### src/rtl/muldiv_unit.sv
// RV32M multiply/divide unit: iterative radix-2 shift-add multiply and restoring divide.
// Optional MULDIV_FAST_MUL_EN selects a single-cycle combinational multiplier for MUL* ops.
module muldiv_unit #(
    parameter int XLEN  = 32,
    parameter int CNT_W = 5
) (
    input  logic            clk,
    input  logic            rst,
    input  logic            req_valid,
    input  logic [2:0]      req_op,
    input  logic [XLEN-1:0] req_rs1,
    input  logic [XLEN-1:0] req_rs2,
    input  logic            ex_stall,
    input  logic            ex_flush,
    output logic            muldiv_stall_req,
    output logic [XLEN-1:0] muldiv_result
);

    typedef enum logic [1:0] {
        IDLE = 2'd0,
        BUSY = 2'd1,
        DONE = 2'd2
    } state_t;

    state_t            r_state;
    logic [CNT_W-1:0]  r_count;
    logic [XLEN-1:0]   r_a;
    logic [XLEN-1:0]   r_b;
    logic [XLEN-1:0]   r_rem;
    logic [XLEN-1:0]   r_quo;
    logic [XLEN-1:0]   r_result;
    logic [2:0]        r_op;
    logic              r_negQ;
    logic              r_negR;

    logic              w_isMul;
    logic              w_signedA;
    logic              w_signedB;
    logic              w_sA;
    logic              w_sB;
    logic [XLEN-1:0]   w_absA;
    logic [XLEN-1:0]   w_absB;
    logic              w_divZero;
    logic              w_overflow;
    logic [XLEN-1:0]   w_specialResult;
    logic              w_start;
    logic              w_fastSel;
    logic [XLEN-1:0]   w_fastResult;

    logic [XLEN:0]     w_remShift;
    logic [XLEN:0]     w_diff;
    logic [XLEN:0]     w_sum;
    logic [XLEN-1:0]   w_remNext;
    logic [XLEN-1:0]   w_quoNext;
    logic [2*XLEN-1:0] w_prod;
    logic [2*XLEN-1:0] w_prodSigned;
    logic [XLEN-1:0]   w_quoSigned;
    logic [XLEN-1:0]   w_remSigned;
    logic [XLEN-1:0]   w_finalResult;

    assign w_isMul    = ~req_op[2];
    assign w_signedA  = (req_op == 3'd0) | (req_op == 3'd1) | (req_op == 3'd2) |
                        (req_op == 3'd4) | (req_op == 3'd6);
    assign w_signedB  = (req_op == 3'd0) | (req_op == 3'd1) |
                        (req_op == 3'd4) | (req_op == 3'd6);
    assign w_sA       = w_signedA & req_rs1[XLEN-1];
    assign w_sB       = w_signedB & req_rs2[XLEN-1];
    assign w_absA     = w_sA ? (~req_rs1 + 1'b1) : req_rs1;
    assign w_absB     = w_sB ? (~req_rs2 + 1'b1) : req_rs2;

    assign w_divZero  = req_op[2] & (req_rs2 == '0);
    assign w_overflow = req_op[2] & ~req_op[0] &
                        (req_rs1 == {1'b1, {(XLEN-1){1'b0}}}) & (&req_rs2);

    // Divide-by-zero and signed overflow resolve without iterating.
    always_comb begin
        w_specialResult = '0;
        if (w_divZero)
            w_specialResult = req_op[1] ? req_rs1 : '1;
        else
            w_specialResult = req_op[1] ? '0 : req_rs1;
    end

    // One step: divide shifts the dividend into the partial remainder, multiply adds then shifts right.
    assign w_remShift = {r_rem, r_quo[XLEN-1]};
    assign w_diff     = w_remShift - {1'b0, r_b};
    assign w_sum      = {1'b0, r_rem} + (r_quo[0] ? {1'b0, r_a} : '0);
    assign w_remNext  = r_op[2] ? (w_diff[XLEN] ? w_remShift[XLEN-1:0] : w_diff[XLEN-1:0])
                                : w_sum[XLEN:1];
    assign w_quoNext  = r_op[2] ? {r_quo[XLEN-2:0], ~w_diff[XLEN]}
                                : {w_sum[0], r_quo[XLEN-1:1]};

    assign w_prod       = {w_remNext, w_quoNext};
    assign w_prodSigned = r_negQ ? (~w_prod + 1'b1) : w_prod;
    assign w_quoSigned  = r_negQ ? (~w_quoNext + 1'b1) : w_quoNext;
    assign w_remSigned  = r_negR ? (~w_remNext + 1'b1) : w_remNext;

    always_comb begin
        w_finalResult = '0;
        case (r_op)
            3'd0:                   w_finalResult = w_prodSigned[XLEN-1:0];
            3'd1, 3'd2, 3'd3:       w_finalResult = w_prodSigned[2*XLEN-1:XLEN];
            3'd4, 3'd5:             w_finalResult = w_quoSigned;
            default:                w_finalResult = w_remSigned;
        endcase
    end

`ifdef MULDIV_FAST_MUL_EN
    // Operands sign-extended per op, so a plain signed multiply covers all four MUL variants.
    logic signed [2*XLEN-1:0] w_fastA;
    logic signed [2*XLEN-1:0] w_fastB;
    logic signed [2*XLEN-1:0] w_fastProd;

    assign w_fastA      = {{XLEN{w_sA}}, req_rs1};
    assign w_fastB      = {{XLEN{w_sB}}, req_rs2};
    assign w_fastProd   = w_fastA * w_fastB;
    assign w_fastResult = (req_op[1:0] == 2'd0) ? w_fastProd[XLEN-1:0]
                                                : w_fastProd[2*XLEN-1:XLEN];
    assign w_fastSel    = req_valid & (r_state == IDLE) & w_isMul;
`else
    assign w_fastResult = '0;
    assign w_fastSel    = 1'b0;
`endif

    assign w_start          = req_valid & ~ex_flush & (r_state == IDLE) & ~w_fastSel;
    assign muldiv_stall_req = req_valid & ~rst & ~ex_flush & (r_state != DONE) & ~w_fastSel;
    assign muldiv_result    = w_fastSel ? w_fastResult : r_result;

    always_ff @(posedge clk) begin
        if (rst) begin
            r_state  <= IDLE;
            r_count  <= '0;
            r_a      <= '0;
            r_b      <= '0;
            r_rem    <= '0;
            r_quo    <= '0;
            r_result <= '0;
            r_op     <= '0;
            r_negQ   <= 1'b0;
            r_negR   <= 1'b0;
        end else if (ex_flush) begin
            r_state <= IDLE;
            r_count <= '0;
        end else begin
            case (r_state)
                IDLE: begin
                    if (w_start) begin
                        r_a     <= w_absA;
                        r_b     <= w_absB;
                        r_rem   <= '0;
                        r_quo   <= w_isMul ? w_absB : w_absA;
                        r_op    <= req_op;
                        r_negQ  <= w_sA ^ w_sB;
                        r_negR  <= w_sA;
                        r_count <= '0;
                        if (w_divZero | w_overflow) begin
                            r_result <= w_specialResult;
                            r_state  <= DONE;
                        end else begin
                            r_state  <= BUSY;
                        end
                    end
                end
                BUSY: begin
                    if (!req_valid) begin
                        r_state <= IDLE;
                        r_count <= '0;
                    end else begin
                        r_rem <= w_remNext;
                        r_quo <= w_quoNext;
                        if (r_count == CNT_W'(XLEN-1)) begin
                            r_result <= w_finalResult;
                            r_state  <= DONE;
                        end else begin
                            r_count <= r_count + 1'b1;
                        end
                    end
                end
                DONE: begin
                    if (!ex_stall) begin
                        r_state <= IDLE;
                        r_count <= '0;
                    end
                end
                default: r_state <= IDLE;
            endcase
        end
    end

endmodule

### config.mk
export PLATFORM = sky130hd
export DESIGN_NAME = muldiv_unit
export DESIGN_NICKNAME = d
export VERILOG_FILES = /design/src/rtl/muldiv_unit.sv
export SDC_FILE = /design/constraint.sdc
export NUM_CORES = 1
export LEC_CHECK = 0
export ABC_AREA = 1
export BUFFER_PORTS_ARGS = -buffer_cell sky130_fd_sc_hd__buf_2
export CAP_MARGIN = 20
export CORE_ASPECT_RATIO = 1.75
export CORE_MARGIN = 2
export CORE_UTILIZATION = 30
export DETAILED_ROUTE_END_ITERATION = 16
export PLACE_DENSITY_LB_ADDON = 0.08
export SLEW_MARGIN = 20
export SYNTH_ARGS = -nofsm -noshare
export SYNTH_HDL_FRONTEND = slang
export SYNTH_SLANG_ARGS = --single-unit
### constraint.sdc
create_clock -name clk -period 5.4 [get_ports clk]
set_clock_uncertainty 0.2 [all_clocks]
set_input_delay 0.54 -clock clk [delete_from_list [all_inputs] [get_ports clk]]
set_output_delay 0.54 -clock clk [all_outputs]
set_load 0.01 [all_outputs]
==> flow_summary.ini, run 1 <==
[power_and_ir_drop]
p_per_area_nw_per_um2 = 205.4
total_leakage_power_nw = 11.04
ir_worst_vdd_mv = 0.2785

[run]
drv_cap = 0

[sta]
rsz0062_at_grt = no
fmax_mhz = 208.6
period_minus_slack_ns = 4.793
slew_violations = 0
slew_headroom_pct = 23.94
setup_viol = 0
fin_crit_sh_pct = 88.76
setup_ws_ns = 0.6072
finalHoldViolations = 0
fin_tns_setup_ns = 0
tightestPinTransition_ns = 1.140

[placed_design]
dp_hpwl_mm = 85.35
place.gp.congestion = 0.9325
dpl_cell_area_um2 = 20670
place_ws_ns = 0.4949
io_buffers = 104

[clocking]
root_buffer = clkbuf_16
clock_latency_ns = 0.51
clkTransAtPathRegs_ns = 0.09
clock_path_buffers = 2
cts_made_buffers = 17
cts_tree = yes
h-tree-depth = 4
postCtsHoldBufs = 0
cts.sinks = 172

[synth]
ys_seq_area_share_pct = 17.81
synth.distinct_cells = 57
synth_compound_area_share_pct = 16.77
synthMuxAreaShare_pct = 0
synthSimpleGateAreaFrac_pct = 43.54
syn_area_per_cell_um2 = 5.479
synth_top_family_by_area = simple AND/OR/NAND/NOR gates
synth_flop_cell = dfxtp_1
async_flop_share_pct = 0
synth_seq_cells = 172
yosys.area_share.adder_pct = 4.803
synth-edff-count = 0
syn_nets = 3673
synthXorXnorAreaFrac_pct = 4.214
yosys_warnings = 0
syn_area_um2 = 19330
syn_inst = 3528

[drt]
drt_iter0_markers = 1597
wl_per_cell_um = 23.77
wl_mm = 104.4
drtPass1Iterations = 6
vias = 22961
viasPerCell = 5.228
final_antenna_net_count = 0
drc = 0

[global_routing]
use_met1_pct = 31.54
grt_pass1_wl_mm = 150.2
grt_busiest_layer = met2
use_met3_pct = 3.875
antenna_found_initial = 5
grt_max_degree = 117
grt_pass1_vias = 22628
grtUsageMet2_pct = 57.46
grt_usage_pct = 31.16
overflow = 0

[layout]
area_growth_pct = 10.02
final_area_um2 = 21270
n_antenna_cell = 0
most-common-layout-cells = 1093 x nand2_1, 475 x inv_1, 383 x nor2_1
drive_gt1_share_pct = 9.106
final_common_cell = nand2_1
nNetsFinal = 3712

[min_path]
hold_start = req_op[0]
worst_hold_path.num_cells = 3
hold_class = in2reg
min_to = r_op[0]$_SDFFE_PP0P_

[floorplanning]
ios = 105
fp.dieW_um = 195.9
die_area_um2 = 66560
initial_core_util_pct = 30.19
die_h_um = 339.8
num_rows = 123
core_um2 = 64020

[worst_setup_path]
worst_path_max_delay_cell = fa_1
path_max_fanout = 10
cp-start-kind = flop
cp.arrival_ns = 5.02
rr_startpoint = r_quo[31]$_SDFFE_PP0P_
max_stage_delay_ns = 0.40
rr_worst_depth = 34
r2r_slack_ns = 0.61
critPathKind = reg2reg
reg2reg_to = muldiv_result[14]$_SDFFE_PP0P_
cp.required_ns = 5.63
end_kind = flop

[outcome]
outcome = finished clean
-- synth_stat cells, drive strengths merged (6+ instances only) --
cell type / n / area [um2]
a31oi: 25 / 156.4
nor3: 39 / 205.2
dfxtp: 172 / 3443
buf: 45 / 277.8
nor2: 419 / 1663
clkbuf: 88 / 334.1
xor2: 62 / 543.0
o211ai: 48 / 360.4
nand2: 1149 / 4512
inv: 488 / 1832
nor4: 10 / 62.56
o21ai: 231 / 1175
or2: 10 / 62.56
nand3: 279 / 1461
nand4: 40 / 250.2
o221ai: 6 / 52.55
nand3b: 23 / 172.7
o21bai: 7 / 52.55
clkinv: 6 / 23.77
ha: 71 / 888.4
xnor2: 31 / 271.5
a21oi: 250 / 1289
-- critical path: cells and delay by family (launching register included) --
family	cells	cell delay, ns
fa+ha+maj	3	0.71
simple gates	27	3.09
buf+inv	3	0.23
compound gates	1	0.16
flops	1	0.32
-- report_power, final --
part	total [mW]	switching (mW)	internal (mW)
Combinational	1.65	1.21	0.440
Clock	1.34	0.711	0.626
Sequential	1.38	0.0478	1.33
-- registers in the layout (all words and copies together), names as in the netlist --
name and flops:
r_quo 32, r_a 32, r_op 3, r_negQ 1, r_rem 32, muldiv_result 32
r_negR 1, r_count 5, r_b 32, r_state 2
-- metrics by stage --
| step | hold slack (ns) | util, % | power [mW] | instances |
|---|---|---|---|---|
| after floorplan | 0.2415 | - | 2.417 | 3528 |
| after global placement | 0.2539 | 32.29 | 3.045 | 4360 |
| after detailed placement | 0.2580 | 32.29 | 3.037 | 4360 |
| after CTS | 0.1398 | 33.19 | 4.374 | 4392 |
| after global routing | 0.1624 | 33.22 | 4.575 | 4392 |
| final | 0.1626 | 33.22 | 4.369 | 4392 |
-- how the worst max path moves through the flow --
stage / from / end / slack, ns / cells past startpoint
6_report: r_quo[31]$_SDFFE_PP0P_ / muldiv_result[14]$_SDFFE_PP0P_ / 0.61 / 34
5_1_grt: r_quo[31]$_SDFFE_PP0P_ / muldiv_result[14]$_SDFFE_PP0P_ / 0.06 / 34
4_1_cts: r_quo[31]$_SDFFE_PP0P_ / muldiv_result[14]$_SDFFE_PP0P_ / 0.44 / 34
3_5_place_dp: r_quo[31]$_SDFFE_PP0P_ / muldiv_result[14]$_SDFFE_PP0P_ / 0.49 / 34
3_3_place_gp: r_quo[31]$_SDFFE_PP0P_ / muldiv_result[24]$_SDFFE_PP0P_ / 0.60 / 34
2_1_floorplan: r_quo[31]$_SDFFE_PP0P_ / muldiv_result[2]$_SDFFE_PP0P_ / 1.20 / 32
-- logic make-up (layout without fill, tap and decap cells) --
| family | Yosys count | in the layout |
|---|---|---|
| compound gates | 588 | 588 |
| flops | 172 | 172 |
| simple gates | 1973 | 1973 |
| xor+xnor | 93 | 93 |
| fa+ha+maj | 73 | 73 |
| buf+inv | 629 | 681 |
-- layout make-up --
cell class	instances	area, um2
well taps	812	1016
multi-input cells	2727	13450
inverters	494	1857
flip-flops and latches	172	3448
clock buffers	18	439.2
repair buffers	155	918.4
fillers	7624	42750
clock inverters	14	137.6
-- layer usage --
layer / vias up / wire (um)
met3: 272 / 3965
met5: - / 26
met1: 10644 / 37590
met2: 702 / 53310
met4: 4 / 9494
li1: 11339 / -
-- timing repair --
| action | 4_1_cts | 5_1_grt |
|---|---|---|
| endpoints found under the setup margin | 0 | 11 |
| resized for setup | 0 | 2 |
| setup buffers | 0 | 0 |
Power figures use the tool's default switching activity.
==> run 2, diff against run 1 <==
Settings changed: MAX_ROUTING_LAYER from default to met4.
==> run 2 against run 1 <==
  * Cell count grew 0.16%
  * Combinational power is essentially flat
  * Largest cell class unchanged
  * Clock-buffer cell count is the same
  * Worst hold slack gained 0.0055 ns
==> flow_summary.ini, run 2 (synthesis gave the netlist of run 1 again) <==
[outcome]
outcome = finished clean

[sta]
slew_violations = 0
fin_tns_setup_ns = 0
slew_headroom_pct = 22.63
rsz0062_at_grt = no
setup_viol = 0
fmax_mhz = 206.1
finalHoldViolations = 0
fin_crit_sh_pct = 89.87
tightestPinTransition_ns = 1.148
period_minus_slack_ns = 4.853

[drt]
drc = 0
drtPass1Iterations = 8
vias = 23101
drt_iter0_markers = 1635
wl_per_cell_um = 23.85
viasPerCell = 5.251
wl_mm = 104.9
final_antenna_net_count = 0

[placed_design]
io_buffers = 104
dp_hpwl_mm = 85.45
dp.cells = 4365
place.gp.congestion = 0.9701
dpl_cell_area_um2 = 20710

[floorplanning]
ios = 105
core_um2 = 64020
fp.dieW_um = 195.9
initial_core_util_pct = 30.19
die_h_um = 339.8
num_rows = 123
die_area_um2 = 66560

[layout]
drive_gt1_share_pct = 9.205
most-common-layout-cells = 1093 x nand2_1, 475 x inv_1, 383 x nor2_1
instances_no_fill = 4399
fin_util_pct = 33.29
nNetsFinal = 3717
final_common_cell = nand2_1
area_growth_pct = 10.25
final_area_um2 = 21310

[clocking]
cts.sinks = 172
root_buffer = clkbuf_16
cts_made_buffers = 17
cts_tree = yes
h-tree-depth = 4
postCtsHoldBufs = 0
clkTransAtPathRegs_ns = 0.08
clock_path_buffers = 2
clock_latency_ns = 0.51

[power_and_ir_drop]
total_leakage_power_nw = 11.06
ir_worst_vdd_mv = 0.2603
switchingPower_mw = 1.980
power.share.clock_pct = 30.7
p_seq_share_pct = 31.4
swShare_pct = 45.20
pwr-share-comb_pct = 37.9
intPower_mw = 2.401
p_per_area_nw_per_um2 = 205.6

[global_routing]
antenna_found_initial = 4
grt_pass1_wl_mm = 150.8
overflow = 0
grt_max_degree = 94
grt_usage_pct = 32.27
grt_pass1_vias = 22738

[worst_setup_path]
path_common_cell = nand2_1
rr_worst_depth = 34
path_max_fanout = 10
r2r_slack_ns = 0.55
cp.arrival_ns = 5.09
rr_startpoint = r_quo[31]$_SDFFE_PP0P_
reg2reg_to = muldiv_result[24]$_SDFFE_PP0P_
max_stage_delay_ns = 0.40
end_kind = flop
critPathKind = reg2reg
cp-start-kind = flop
worst_path_max_delay_cell = fa_1
cp.required_ns = 5.64

[run]
drv_cap = 0

[min_path]
min_to = r_op[0]$_SDFFE_PP0P_
worst_hold_path.num_cells = 3
hold_start = req_op[0]
hold_class = in2reg
[run 2: how the worst max path moves through the flow]
stage                                start                        endpoint  slack, ns
finish              r_quo[31]$_SDFFE_PP0P_  muldiv_result[24]$_SDFFE_PP0P_       0.55
global route        r_quo[31]$_SDFFE_PP0P_  muldiv_result[24]$_SDFFE_PP0P_       0.02
CTS                 r_quo[31]$_SDFFE_PP0P_  muldiv_result[14]$_SDFFE_PP0P_       0.45
detailed placement  r_quo[31]$_SDFFE_PP0P_  muldiv_result[24]$_SDFFE_PP0P_       0.50
global placement    r_quo[31]$_SDFFE_PP0P_  muldiv_result[24]$_SDFFE_PP0P_       0.61
floorplan           r_quo[31]$_SDFFE_PP0P_   muldiv_result[2]$_SDFFE_PP0P_       1.20
[run 2: stage by stage]
stage / total power, mW / worst slack, ns / hold slack [ns]
after global routing: 4.588 / 0.01701 / 0.1979
after global placement: 3.052 / 0.6063 / 0.2550
after CTS: 4.392 / 0.4453 / 0.1634
after detailed placement: 3.041 / 0.4985 / 0.2571
after floorplan: 2.417 / 1.201 / 0.2415
final: 4.381 / 0.5472 / 0.1682
[run 2: cell type report]
class                           instances  area (um2)
Timing Repair Buffer                  160       955.9
Fill cell                            7580       42710
Clock buffer                           18       439.2
Clock inverter                         14       145.1
Sequential cell                       172        3448
Inverter                              494        1856
Antenna cell                            2       5.005
Tap cell                              812        1016
Multi-Input combinational cell       2727       13450
[run 2: worst max-delay path: cells and delay by family, from the launching register on]
family                     cells  cell delay (ns)
and+or+nand+nor               26             3.00
adders and majority gates      3             0.70
buffers and inverters          4             0.41
DFF                            1             0.32
AOI/OAI and AO/OA              1             0.16
[run 2: layer usage]
layer	vias up	track usage [%]	part of all wire [%]
met5	-	-	0
li1	11371	-	-
met3	315	3.477	3.6
met4	0	26.83	9.8
met1	10637	31.59	36
met2	778	57.12	50
[run 2: power by group through the flow]
stage | logic, mW | registers [mW] | clock network, mW
2_1_floorplan | 1.03 | 1.39 | 0
3_3_place_gp | 1.65 | 1.41 | 0
3_5_place_dp | 1.64 | 1.41 | 0
4_1_cts | 1.64 | 1.38 | 1.37
5_1_grt | 1.80 | 1.38 | 1.40
6_report | 1.66 | 1.38 | 1.34
[run 2: timing repair]
item                       in CTS  in global routing
resized for setup               0                  1
setup buffers                   0                  0
hold endpoints to repair        0                  0
setup endpoints to repair       0                  7
==> run 3, diff against run 2 <==
Clock period 5.4 ns to 4.24 ns, I/O delays scaled along.
==> run 3 against run 2 <==
  * The flow now finishes with violations (negative setup slack)
  * Routed wire length up 5.2%
  * Utilization up 4.9 points
  * Design area grew 15%
  * Global-route usage grew 1.6 points
  * Setup slack worse by 0.64 ns
  * Non-clock buffer count is 339 higher
  * Clock power up 28%
  * Cell count is 7.8% higher
  * Maximum frequency rose by 12%
  * Sequential share of layout area down 2.0 points
==> flow_summary.ini, run 3 (synthesis gave the netlist of run 1 again) <==
[layout]
instances_no_fill = 4740
drive_gt1_share_pct = 19.44
fill_cells = 7385
most-common-layout-cells = 1064 x nand2_1, 471 x inv_1, 387 x buf_4
area_growth_pct = 26.43
final_common_cell = nand2_1
fin_util_pct = 38.17
nNetsFinal = 4057

[sta]
fmax_mhz = 230.6
finalHoldViolations = 0
fin_crit_sh_pct = 102.3
slew_violations = 0
rsz0062_at_grt = yes
slew_headroom_pct = 29.09
setup_viol = 1
tightestPinTransition_ns = 1.056
whs_ns = 0.03564
fin_tns_setup_ns = -0.09671
setup_ws_ns = -0.09671
period_minus_slack_ns = 4.337

[drt]
drc = 0
drtPass1Iterations = 6
wl_mm = 110.3
vias = 24292
drt_iter0_markers = 1786
final_antenna_net_count = 0
viasPerCell = 5.125
wl_per_cell_um = 23.28

[outcome]
outcome = complete, but fails checks
violations = negative setup slack

[power_and_ir_drop]
p_per_area_nw_per_um2 = 243.8
p_seq_share_pct = 29.5
swShare_pct = 44.07
total_leakage_power_nw = 12.82
power.share.clock_pct = 28.8
ir_worst_vdd_mv = 0.3975
switchingPower_mw = 2.626
pwr-share-comb_pct = 41.7
intPower_mw = 3.333

[placed_design]
place_ws_ns = -0.3273
place.gp.congestion = 0.9776
dp.cells = 4673
io_buffers = 104
dp_hpwl_mm = 90.41

[worst_setup_path]
critPathKind = reg2reg
cp.arrival_ns = 4.52
cp.required_ns = 4.42
path_max_fanout = 3
worst_path_max_delay_cell = fa_2
cp-start-kind = flop
path_common_cell = buf_4
end_kind = flop
max_stage_delay_ns = 0.39

[global_routing]
antenna_found_initial = 2
grt_pass1_vias = 23653
grt_pass1_wl_mm = 156.8
grt_max_degree = 117
grt_usage_pct = 33.82
overflow = 0

[clocking]
cts.sinks = 172
root_buffer = clkbuf_16
cts_tree = yes
cts_made_buffers = 17
postCtsHoldBufs = 0
h-tree-depth = 4
clock_path_buffers = 2
clock_latency_ns = 0.51
clkTransAtPathRegs_ns = 0.09

[floorplanning]
die_area_um2 = 66560
die_h_um = 339.8
num_rows = 123
fp.dieW_um = 195.9
core_um2 = 64020
ios = 105
initial_core_util_pct = 30.19

[min_path]
hold_class = in2reg

[run]
drv_cap = 0
[run 3: metal layers]
layer,share of wire [%],GRT usage [%]
met5,0,-
met4,11,31.93
met1,35,31.73
met2,50,58.74
met3,4.1,5.037
[run 3: final timing paths]
kind	startpoint	endpoint	slack (ns)	cells past startpoint
hold reg to reg	muldiv_result[11]$_SDFFE_PP0P_	muldiv_result[11]$_SDFFE_PP0P_	0.27	2
setup reg to reg	r_quo[31]$_SDFFE_PP0P_	muldiv_result[6]$_SDFFE_PP0P_	-0.1	33
hold / removal	req_op[0]	r_op[0]$_SDFFE_PP0P_	0.04	3
setup / recovery	r_quo[31]$_SDFFE_PP0P_	muldiv_result[6]$_SDFFE_PP0P_	-0.1	33
[run 3: area by class of cell]
cell class | instances | area [um2] | share of cell area (%)
Tap cell | 812 | 1016 | 4.157
Multi-Input combinational cell | 2728 | 13920 | 56.95
Sequential cell | 172 | 3455 | 14.14
Clock buffer | 19 | 452.9 | 1.853
Timing Repair Buffer | 499 | 3591 | 14.69
Inverter | 494 | 1861 | 7.613
Clock inverter | 13 | 137.6 | 0.5631
Antenna cell | 3 | 7.507 | 0.03072
[run 3: power groups by stage]
stage	sequential [mW]	clock [mW]	combinational, mW
after detailed placement	1.80	0	2.32
final	1.76	1.71	2.48
after floorplan	1.77	0	1.31
after global placement	1.80	0	2.33
after global routing	1.77	1.80	2.68
after CTS	1.76	1.75	2.39
[run 3: what timing repair did]
action / in CTS / in global routing
setup buffers: 14 / 19
cloned: 0 / 1
gates resized for setup: 32 / 105
endpoints found under the hold margin: 0 / 0
pin swaps: 29 / 40
setup endpoints to repair: 20 / 31
[run 3: stage by stage]
stage | cell area, um2 | total power, mW
floorplan | 19330 | 3.078
global placement | 23060 | 4.126
detailed placement | 23060 | 4.115
CTS | 23840 | 5.899
global route | 24430 | 6.241
finish | 24440 | 5.959
[run 3: critical path, delay by kind of cell (launching register included)]
family | cells | cell delay [ns]
adder cells (fa/ha/maj) | 3 | 0.65
flip-flops | 1 | 0.33
AND/OR/NAND/NOR | 16 | 1.62
buffers and inverters | 12 | 1.24
AO/OA/AOI/OAI | 2 | 0.15
